===== src/rtl/dsp_slice_pkg.sv =====
// -----------------------------------------------------------------------------
// dsp_slice_pkg
// Shared definitions for the DSP slice post-adder stage: datapath width,
// X/Z operand-select encodings, ALU mode encodings and a small helper that
// classifies the subtracting ALU modes.
// -----------------------------------------------------------------------------
package dsp_slice_pkg;

    // Datapath width of P, C, M and AB.
    localparam int unsigned DW = 32'd48;

    // Arithmetic right-shift distance used by the ZSEL "shifted P" operand.
    localparam int unsigned PSHIFT = 32'd17;

    typedef enum logic [1:0] {
        XSEL_ZERO = 2'd0,
        XSEL_M    = 2'd1,
        XSEL_AB   = 2'd2,
        XSEL_P    = 2'd3
    } xsel_e;

    typedef enum logic [1:0] {
        ZSEL_ZERO   = 2'd0,
        ZSEL_P      = 2'd1,
        ZSEL_C      = 2'd2,
        ZSEL_PSHIFT = 2'd3
    } zsel_e;

    typedef enum logic [1:0] {
        ALU_ADD     = 2'd0,  // Z + X + CIN
        ALU_ZMX     = 2'd1,  // Z - (X + CIN)
        ALU_XMZ     = 2'd2,  // X + CIN - Z
        ALU_ADD_ALT = 2'd3   // alias of ALU_ADD
    } alumode_e;

    // Subtracting modes report carry-out as "no borrow", i.e. inverted bit 48.
    function automatic logic alu_is_sub(input alumode_e mode);
        return (mode == ALU_ZMX) || (mode == ALU_XMZ);
    endfunction

endpackage : dsp_slice_pkg


===== src/rtl/pat_detect.sv =====
// -----------------------------------------------------------------------------
// pat_detect
// Masked pattern comparator shared by both detect outputs. A mask bit of 1
// removes that bit from the comparison.
//   p_i    : value under test
//   pat_i  : pattern to compare against
//   mask_i : ignore mask (1 = don't care)
//   pd_o   : p_i matches pat_i on every unmasked bit
//   pbd_o  : p_i matches ~pat_i on every unmasked bit
// -----------------------------------------------------------------------------
module pat_detect
    import dsp_slice_pkg::*;
(
    input  logic [DW-1:0] p_i,
    input  logic [DW-1:0] pat_i,
    input  logic [DW-1:0] mask_i,
    output logic          pd_o,
    output logic          pbd_o
);

    assign pd_o  = &((p_i ~^ pat_i) | mask_i);
    assign pbd_o = &((p_i ^  pat_i) | mask_i);

endmodule : pat_detect


===== src/rtl/alu_preg.sv =====
// -----------------------------------------------------------------------------
// alu_preg
// Post-multiplier ALU of a DSP slice with optional output (P) and control
// registers, carry-out and masked pattern / overflow detection.
//   clk            : clock, all state on rising edge
//   RSTP_n         : asynchronous active-low reset for all state
//   CEP            : clock enable for P, CARRYOUT, detect and past flags
//   CECTRL         : clock enable for XSEL/ZSEL/ALUMODE registers
//   XSEL           : X operand select (zero / M / AB / P)
//   ZSEL           : Z operand select (zero / P / C / P>>>17)
//   ALUMODE        : Z+X+CIN, Z-(X+CIN), X+CIN-Z, Z+X+CIN
//   CIN            : carry in
//   M, AB, C       : 48-bit operands
//   P              : result
//   CARRYOUT       : carry (add) or not-borrow (subtract)
//   PATTERNDETECT  : masked match of P against the pattern
//   PATTERNBDETECT : masked match of P against the complemented pattern
//   OVERFLOW       : previous detect high, now neither detect matches
//   UNDERFLOW      : previous detect-bar high, now neither detect matches
// -----------------------------------------------------------------------------
module alu_preg
    import dsp_slice_pkg::*;
#(
    parameter int unsigned   PREG        = 32'd1,
    parameter int unsigned   CTRLREG     = 32'd1,
    parameter int unsigned   SEL_PATTERN = 32'd0,
    parameter logic [DW-1:0] PATTERN     = 48'h0,
    parameter logic [DW-1:0] MASK        = 48'h3FFF_FFFF_FFFF
)(
    input  logic          clk,
    input  logic          RSTP_n,
    input  logic          CEP,
    input  logic          CECTRL,
    input  logic [1:0]    XSEL,
    input  logic [1:0]    ZSEL,
    input  logic [1:0]    ALUMODE,
    input  logic          CIN,
    input  logic [DW-1:0] M,
    input  logic [DW-1:0] AB,
    input  logic [DW-1:0] C,
    output logic [DW-1:0] P,
    output logic          CARRYOUT,
    output logic          PATTERNDETECT,
    output logic          PATTERNBDETECT,
    output logic          OVERFLOW,
    output logic          UNDERFLOW
);

    localparam bit USE_PREG    = (PREG != 32'd0);
    localparam bit USE_CTRLREG = (CTRLREG != 32'd0);
    localparam bit USE_C_PAT   = (SEL_PATTERN != 32'd0);

    // Control path
    xsel_e    xsel_q;
    zsel_e    zsel_q;
    alumode_e mode_q;
    xsel_e    xsel_s;
    zsel_e    zsel_s;
    alumode_e mode_s;

    // Datapath
    logic [DW-1:0] p_q;
    logic [DW-1:0] p_d;
    logic [DW-1:0] p_fb_s;
    logic [DW-1:0] p_shift_s;
    logic [DW-1:0] x_s;
    logic [DW-1:0] z_s;
    logic [DW-1:0] pat_s;
    logic [DW:0]   res_s;
    logic          co_q;
    logic          co_d;
    logic          pd_q;
    logic          pd_d;
    logic          pbd_q;
    logic          pbd_d;
    logic          pd_past_q;
    logic          pbd_past_q;

    // Control registers: loaded under CECTRL, so a control word applies to
    // the operands presented one cycle later.
    always_ff @(posedge clk or negedge RSTP_n) begin
        if (!RSTP_n) begin
            xsel_q <= XSEL_ZERO;
            zsel_q <= ZSEL_ZERO;
            mode_q <= ALU_ADD;
        end else if (CECTRL) begin
            xsel_q <= xsel_e'(XSEL);
            zsel_q <= zsel_e'(ZSEL);
            mode_q <= alumode_e'(ALUMODE);
        end
    end

    assign xsel_s = USE_CTRLREG ? xsel_q : xsel_e'(XSEL);
    assign zsel_s = USE_CTRLREG ? zsel_q : zsel_e'(ZSEL);
    assign mode_s = USE_CTRLREG ? mode_q : alumode_e'(ALUMODE);

    // Without a P register, feeding P back would close a combinational loop,
    // so every P-derived operand collapses to zero.
    assign p_fb_s    = USE_PREG ? p_q : '0;
    assign p_shift_s = $signed(p_fb_s) >>> PSHIFT;
    assign pat_s     = USE_C_PAT ? C : PATTERN;

    // X operand multiplexer.
    always_comb begin
        x_s = '0;
        case (xsel_s)
            XSEL_ZERO: x_s = '0;
            XSEL_M:    x_s = M;
            XSEL_AB:   x_s = AB;
            XSEL_P:    x_s = p_fb_s;
            default:   x_s = '0;
        endcase
    end

    // Z operand multiplexer.
    always_comb begin
        z_s = '0;
        case (zsel_s)
            ZSEL_ZERO:   z_s = '0;
            ZSEL_P:      z_s = p_fb_s;
            ZSEL_C:      z_s = C;
            ZSEL_PSHIFT: z_s = p_shift_s;
            default:     z_s = '0;
        endcase
    end

    // 49-bit ALU on zero-extended operands; bit 48 feeds CARRYOUT.
    always_comb begin
        res_s = '0;
        case (mode_s)
            ALU_ZMX:  res_s = {1'b0, z_s} - {1'b0, x_s} - {{DW{1'b0}}, CIN};
            ALU_XMZ:  res_s = {1'b0, x_s} + {{DW{1'b0}}, CIN} - {1'b0, z_s};
            ALU_ADD,
            ALU_ADD_ALT: res_s = {1'b0, z_s} + {1'b0, x_s} + {{DW{1'b0}}, CIN};
            default:  res_s = {1'b0, z_s} + {1'b0, x_s} + {{DW{1'b0}}, CIN};
        endcase
    end

    assign p_d  = res_s[DW-1:0];
    assign co_d = alu_is_sub(mode_s) ? ~res_s[DW] : res_s[DW];

    pat_detect u_pat_detect (
        .p_i    (p_d),
        .pat_i  (pat_s),
        .mask_i (MASK),
        .pd_o   (pd_d),
        .pbd_o  (pbd_d)
    );

    // Output register stage; past flags capture the detect flags being
    // replaced so a match-to-no-match transition can be seen.
    always_ff @(posedge clk or negedge RSTP_n) begin
        if (!RSTP_n) begin
            p_q        <= '0;
            co_q       <= 1'b0;
            pd_q       <= 1'b0;
            pbd_q      <= 1'b0;
            pd_past_q  <= 1'b0;
            pbd_past_q <= 1'b0;
        end else if (CEP) begin
            p_q        <= p_d;
            co_q       <= co_d;
            pd_q       <= pd_d;
            pbd_q      <= pbd_d;
            pd_past_q  <= pd_q;
            pbd_past_q <= pbd_q;
        end
    end

    assign P              = USE_PREG ? p_q   : p_d;
    assign CARRYOUT       = USE_PREG ? co_q  : co_d;
    assign PATTERNDETECT  = USE_PREG ? pd_q  : pd_d;
    assign PATTERNBDETECT = USE_PREG ? pbd_q : pbd_d;
    assign OVERFLOW       = USE_PREG ? (pd_past_q  & ~pd_q & ~pbd_q) : 1'b0;
    assign UNDERFLOW      = USE_PREG ? (pbd_past_q & ~pd_q & ~pbd_q) : 1'b0;

endmodule : alu_preg


===== config.mk =====
export PLATFORM = sky130hd
export DESIGN_NAME = alu_preg
export DESIGN_NICKNAME = d
export VERILOG_FILES = /design/src/rtl/dsp_slice_pkg.sv /design/src/rtl/pat_detect.sv /design/src/rtl/alu_preg.sv
export SDC_FILE = /design/constraint.sdc
export NUM_CORES = 1
export LEC_CHECK = 0
export CAP_MARGIN = 20
export CELL_PAD_IN_SITES_DETAIL_PLACEMENT = 1
export CELL_PAD_IN_SITES_GLOBAL_PLACEMENT = 2
export CORE_MARGIN = 5
export CORE_UTILIZATION = 30
export DETAILED_ROUTE_END_ITERATION = 12
export PLACE_DENSITY = 0.87
export SLEW_MARGIN = 25
export SYNTH_ARGS = -nofsm -noshare
export SYNTH_HDL_FRONTEND = slang
export SYNTH_SLANG_ARGS = --single-unit

===== constraint.sdc =====
create_clock -name clk -period 5.85 [get_ports clk]
set_input_delay 0.585 -clock clk [delete_from_list [all_inputs] [get_ports clk]]
set_output_delay 0.585 -clock clk [all_outputs]
set_load 0.01 [all_outputs]

After elaboration in Yosys (flattened, before gate mapping)

Cells that the tools add are included.

Flip-flop bits (word level): 59
Input bits: 155
Output and inout bits: 53

$add $sub $neg: 6
Eq/ne operators: 9
Mux-type cells: 4
Bitwise operators: 8
Reduce and logical (&&, ||, !) cells: 7

Operators with widths:

| cell               | count |
|---|---|
| $pmux 48 s4        | 2 |
| $pmux 49 s3        | 1 |
| $add 48x1->49      | 1 |
| $add 48x48->49     | 1 |
| $add 49x1->49      | 1 |
| $sub 48x48->49     | 1 |
| $sub 49x1->49      | 1 |
| $sub 49x48->49     | 1 |
| $not 48->48        | 1 |
| $eq 2x2->1 const B | 6 |
| $eq 2x1->1 const B | 3 |
| $logic_not 2->1    | 3 |
| $and 1x1->1        | 4 |
| $reduce_and 2->1   | 2 |
| $not 1->1          | 3 |
| $reduce_or 2->1    | 1 |
| $logic_or 1x1->1   | 1 |
| $mux 1             | 1 |

Logic depth before layout (Yosys ltp)

Depth in word-level cells: 7
Gate-level depth with buffers: 20
Gate-level depth less buffers: 18

Modules after synthesis

Synthesis repeated with hierarchy kept, for this count alone.

Cell total of the unflattened synthesis: 2266
Area, all modules: 16656.0 µm²

Modules (own cells, without submodules):

| module     | instances | cells each | area each (µm²) |
|---|---|---|---|
| alu_preg   | 1         | 2115       | 15602.5 |
| pat_detect | 1         | 151        | 1053.5 |

Worst setup path before layout

OpenSTA, ideal clock, no wires.

Kind: register to register
Start: register xsel_q[0]
End: register p_q[45], in the netlist P[45]
Setup time: 104 ps
Arrival: 4623 ps
Setup slack: 1123 ps
Cell stages (with the launch flop): 20
Path buffers: 3
Clock period less this slack: 4727 ps
Path through: dfrtp_1 -> clkbuf_1 -> buf_1 -> buf_1 -> mux2_2 -> a22o_1 -> ha_1 -> inv_1 -> ha_1 -> a21oi_1 -> o21ai_1 -> or2_2 -> or2_1 -> nor3_2 -> o31ai_2 -> a31oi_1 -> o21ai_1 -> a21o_1 -> xnor2_1 -> a221oi_1

Longest elaborated chain between the ends: 5
Elaborated cells on any way between the ends: 12
Those cells by class: add/sub (6); eq/ne (3); mux (2); reduce/logical (1)

Ends and longest elaborated chain:

| element                                | line            | RTL |
|---|---|---|
| start: declaration                     | alu_preg.sv:54  | `xsel_e xsel_q;` |
| start signal: assignment               | alu_preg.sv:87  | `xsel_q <= xsel_e'(XSEL);` |
| $eq 2x2->1 (tied with other cells)     | alu_preg.sv:106 | `case (xsel_s)` |
| $pmux 48 s4 (*)                        | alu_preg.sv:106 |  |
| $add 48x48->49 (tied with other cells) | --              |  |
| $add 49x1->49 (tied with other cells)  | --              |  |
| $pmux 49 s3 (*)                        | alu_preg.sv:130 | `case (mode_s)` |
| end signal: assignment                 | alu_preg.sv:161 | `p_q <= p_d;` |
| end: declaration                       | alu_preg.sv:62  | `logic [DW-1:0] p_q;` |

Every way passes the cells marked *; elsewhere a longest branch is shown, timed or not.
A chain may end at the register's enable or synchronous reset.

Worst setup path after layout

Start: register zsel_q[1]
End: register p_q[42], in the netlist P[42]

Longest elaborated chain between the ends: 5
Elaborated cells on any way between the ends: 11
Those cells by class: add/sub (5); eq/ne (3); mux (2); reduce/logical (1)

Ends and longest elaborated chain:

| element                                                 | line            | RTL |
|---|---|---|
| start: declaration                                      | alu_preg.sv:55  | `zsel_e zsel_q;` |
| start signal: assignment                                | alu_preg.sv:88  | `zsel_q <= zsel_e'(ZSEL);` |
| $eq 2x2->1 (tied with other cells)                      | alu_preg.sv:118 | `case (zsel_s)` |
| $pmux 48 s4 (*)                                         | alu_preg.sv:118 |  |
| $add 48x48->49 / $sub 48x48->49 (equally long branches) | --              |  |
| $add 49x1->49 / $sub 49x1->49 (equally long branches)   | --              |  |
| $pmux 49 s3 (*)                                         | alu_preg.sv:130 |  |

Marks and branches as above.

==> flow_summary.yaml <==
cells_and_area:
  nFillCells: 5930
  final_nets: 2513
  drive_gt1_share_pct: 10.5
  area_delta_synth_final_pct: 22.9
  design_area_um2: 18000
floorplanning:
  core_area_um2: 48600
  ios: 208
  rows: 81
  dieArea_um2: 53300
  dieHeight_um: 231
  fp.dieW_um: 231
  start_util_pct: 30.1
detailed_routing:
  avgRoutedWirePerCell_um: 26.4
  num_vias: 16300
  drtAntennaViolNets: 0
  drtIter0Drc: 1200
  viasPerCell: 5.94
  drc: 0
  dr.pass1.iters: 5
  wl_um: 72500
grt:
  grt_pass1_wl_um: 107000
  antenna_found_initial: 3
  globalRouteOverflowTotal: 0
  grt_max_degree: 60
  grt_pass1_vias: 17100
  grt_usage_pct: 26.0
clock_network:
  cts_tree: "yes"
  path_clk_slew_ns: 0.07
  clkSinkCount: 59
  hold_buffers: 0
  cts_made_buffers: 9
  cts.path.max_buffers: 2
  root_buffer: "clkbuf_16"
  h-tree-depth: 3
  clk_latency_ns: 0.36
sta:
  worst_slew_pin_slew_ns: 1.01
  hold_viol: 0
  finClkSkew_ns: 0.0112
  fin_crit_ns: 5.59
  clock.fmax_mhz: 179
  rsz0062_at_grt: "no"
  slew_viol_final: 0
  setup_tns_ns: 0
  maxSlewHeadroom_pct: 32.8
  setup_viol: 0
  finalCritPeriodShare_pct: 95.5
run_status:
  outcome: "finished clean"
synthesis:
  synth_edf_count: 0
  syn_area_um2: 14600
  ys_warn_count: 0
  synth_fa_ha_area_share_pct: 20.6
  yosysTopAreaCellShare_pct: 20.2
  synth_top_area_cell: "ha_1"
  synthFlopType: "dfrtp_1"
  ys_top_cells_by_count: "ha_1, inv_1, a21oi_1"
  syn_area_per_cell_um2: 7.58
  synth_top_family_by_area: "compound AO/OA/AOI/OAI gates"
  muxShareOfSynthArea_pct: 7.43
  ys_types: 90
  synth_area_leaders: "ha_1, dfrtp_1, mux2_2, a21oi_1, xnor2_1"
  synth-simple-area-share_pct: 13.5
  synth.most_common_cell: "ha_1"
  async_reset_ff_share_pct: 100
  yosysSeqAreaShare_pct: 10.1
  synthesis.nets: 2324
  synth_compound_area_share_pct: 33.3
  synth-seq-cells: 59
  postSynthCellCount: 1930
  synth_xor_area_share_pct: 7.60
min_path:
  hp-class: "primary input to async pin"
worst_setup_path:
  crit_arrival_ns: 5.84
  endpoint_kind: "flop"
  critPathLaunchType: "flop"
  setup.worst_path.class: "flop to flop"
  cp.required_ns: 6.10
  crit_path_max_fanout: 12
placement:
  routabilityCongestion: 0.970
  dp_hpwl_um: 59000
  io_buffers: 207
  placed_cell_area_um2: 17700
power_and_ir_drop:
  peakVddDrop_v: 0.000186
  cellPowerDensity_nw_per_um2: 617
  p_leak_nw: 8.12
job:
  max-cap-violations: 0
[worst max-delay path, cell delays in order, from the launching register on]
cell and delay (ns):
dfrtp_2 0.53, buf_4 0.30, mux2_1 0.40, a22o_1 0.24, xnor2_1 0.14, ha_1 0.30, a211oi_2 0.34, or2_2 0.20
fa_1 0.21, o21bai_1 0.12, a221oi_2 0.28, o21ai_1 0.10, buf_4 0.16, a311oi_2 0.39, o21ai_1 0.16, o21ai_1 0.41
o211ai_1 0.27, buf_4 0.21, a21boi_1 0.15, xnor2_1 0.16, o211ai_1 0.15, a31o_1 0.25
[final timing paths]
path / start / to / slack (ns) / depth (start not counted)
min: RSTP_n / mode_q[1]$_DFFE_PN0P_ / 0.46 / 2
min in group clk: pbd_past_q$_DFFE_PN0P_ / pbd_past_q$_DFFE_PN0P_ / 0.51 / 1
max reg2reg: zsel_q[1]$_DFFE_PN0P_ / P[42]$_DFFE_PN0P_ / 0.26 / 21
min reg2reg: pbd_past_q$_DFFE_PN0P_ / pbd_past_q$_DFFE_PN0P_ / 0.51 / 1
max: zsel_q[1]$_DFFE_PN0P_ / P[42]$_DFFE_PN0P_ / 0.26 / 21
max in group asynchronous: RSTP_n / xsel_q[1]$_DFFE_PN0P_ / 4.71 / 2
[state kept, by name (all words and copies together), names as in the netlist]
name            flops
pd_past_q           1
P                  48
xsel_q              2
zsel_q              2
PATTERNDETECT       1
pbd_past_q          1
CARRYOUT            1
PATTERNBDETECT      1
mode_q              2
[area by class of cell]
cell class	count	area [µm²]	share of cell area (%)
Clock inverter	7	76.3	0.424
Antenna cell	1	2.50	0.0139
Clock buffer	9	225	1.25
Tap cell	622	778	4.33
Sequential cell	59	1480	8.24
Inverter	195	732	4.07
Multi-Input combinational cell	1582	12100	67.2
Timing Repair Buffer	272	2600	14.5
[power by group]
part | switching (mW) | leakage (nW) | internal, mW
clock network | 0.264 | 0.142 | 0.333
registers | 0.423 | 0.703 | 0.588
logic | 5.68 | 7.28 | 3.80
total | 6.37 | 8.12 | 4.72
[layout by cell type (no fill, tap or decap), drive strengths merged, types with 16 or more instances in the layout]
| master | n |
|---|---|
| o21a | 18 |
| nand2b | 21 |
| a31oi | 16 |
| nand2 | 114 |
| o21ai | 114 |
| nand3 | 34 |
| mux2 | 90 |
| nor3 | 21 |
| clkdlybuf4s50 | 205 |
| a21o | 62 |
| a22o | 52 |
| xnor2 | 85 |
| nor2 | 118 |
| dfrtp | 59 |
| a221oi | 26 |
| ha | 236 |
| nand4 | 27 |
| buf | 67 |
| a22oi | 61 |
| a21oi | 184 |
| o21bai | 25 |
| inv | 193 |
| o31ai | 23 |
| a211oi | 23 |
| xor2 | 42 |
[per-stage QoR]
stage | hold WS, ns | setup slack (ns) | total power, mW | instances | utilization [%]
2_1_floorplan | 0.289 | 1.12 | 7.07 | 1930 | -
3_3_place_gp | 0.483 | 0.385 | 10.1 | 2729 | 36.3
3_5_place_dp | 0.491 | 0.184 | 10.3 | 2729 | 36.3
4_1_cts | 0.500 | 0.261 | 10.9 | 2745 | 36.9
5_1_grt | 0.530 | 0.0145 | 11.8 | 2747 | 37.0
6_report | 0.459 | 0.261 | 11.1 | 2747 | 37.0
[timing repair]
action,CTS,global route
gates resized for setup,0,1
setup endpoints to repair,0,1
setup buffers,0,1
[kinds of logic after synthesis]
family | after synthesis
adders and majority gates | 239
and+or+nand+nor | 414
DFF | 59
buffers and inverters | 289
muxes | 97
AOI/OAI and AO/OA | 705
xor gates and xnor gates | 127
[metal layers]
metal	GRT usage, %	share of wire, %	routed length (µm)
met1	34.3	43	31300
met2	43.2	46	33500
met3	2.42	5.5	3980
met5	0	0.028	20
met4	11.5	5.1	3690
(Power assumes the default switching activity.)
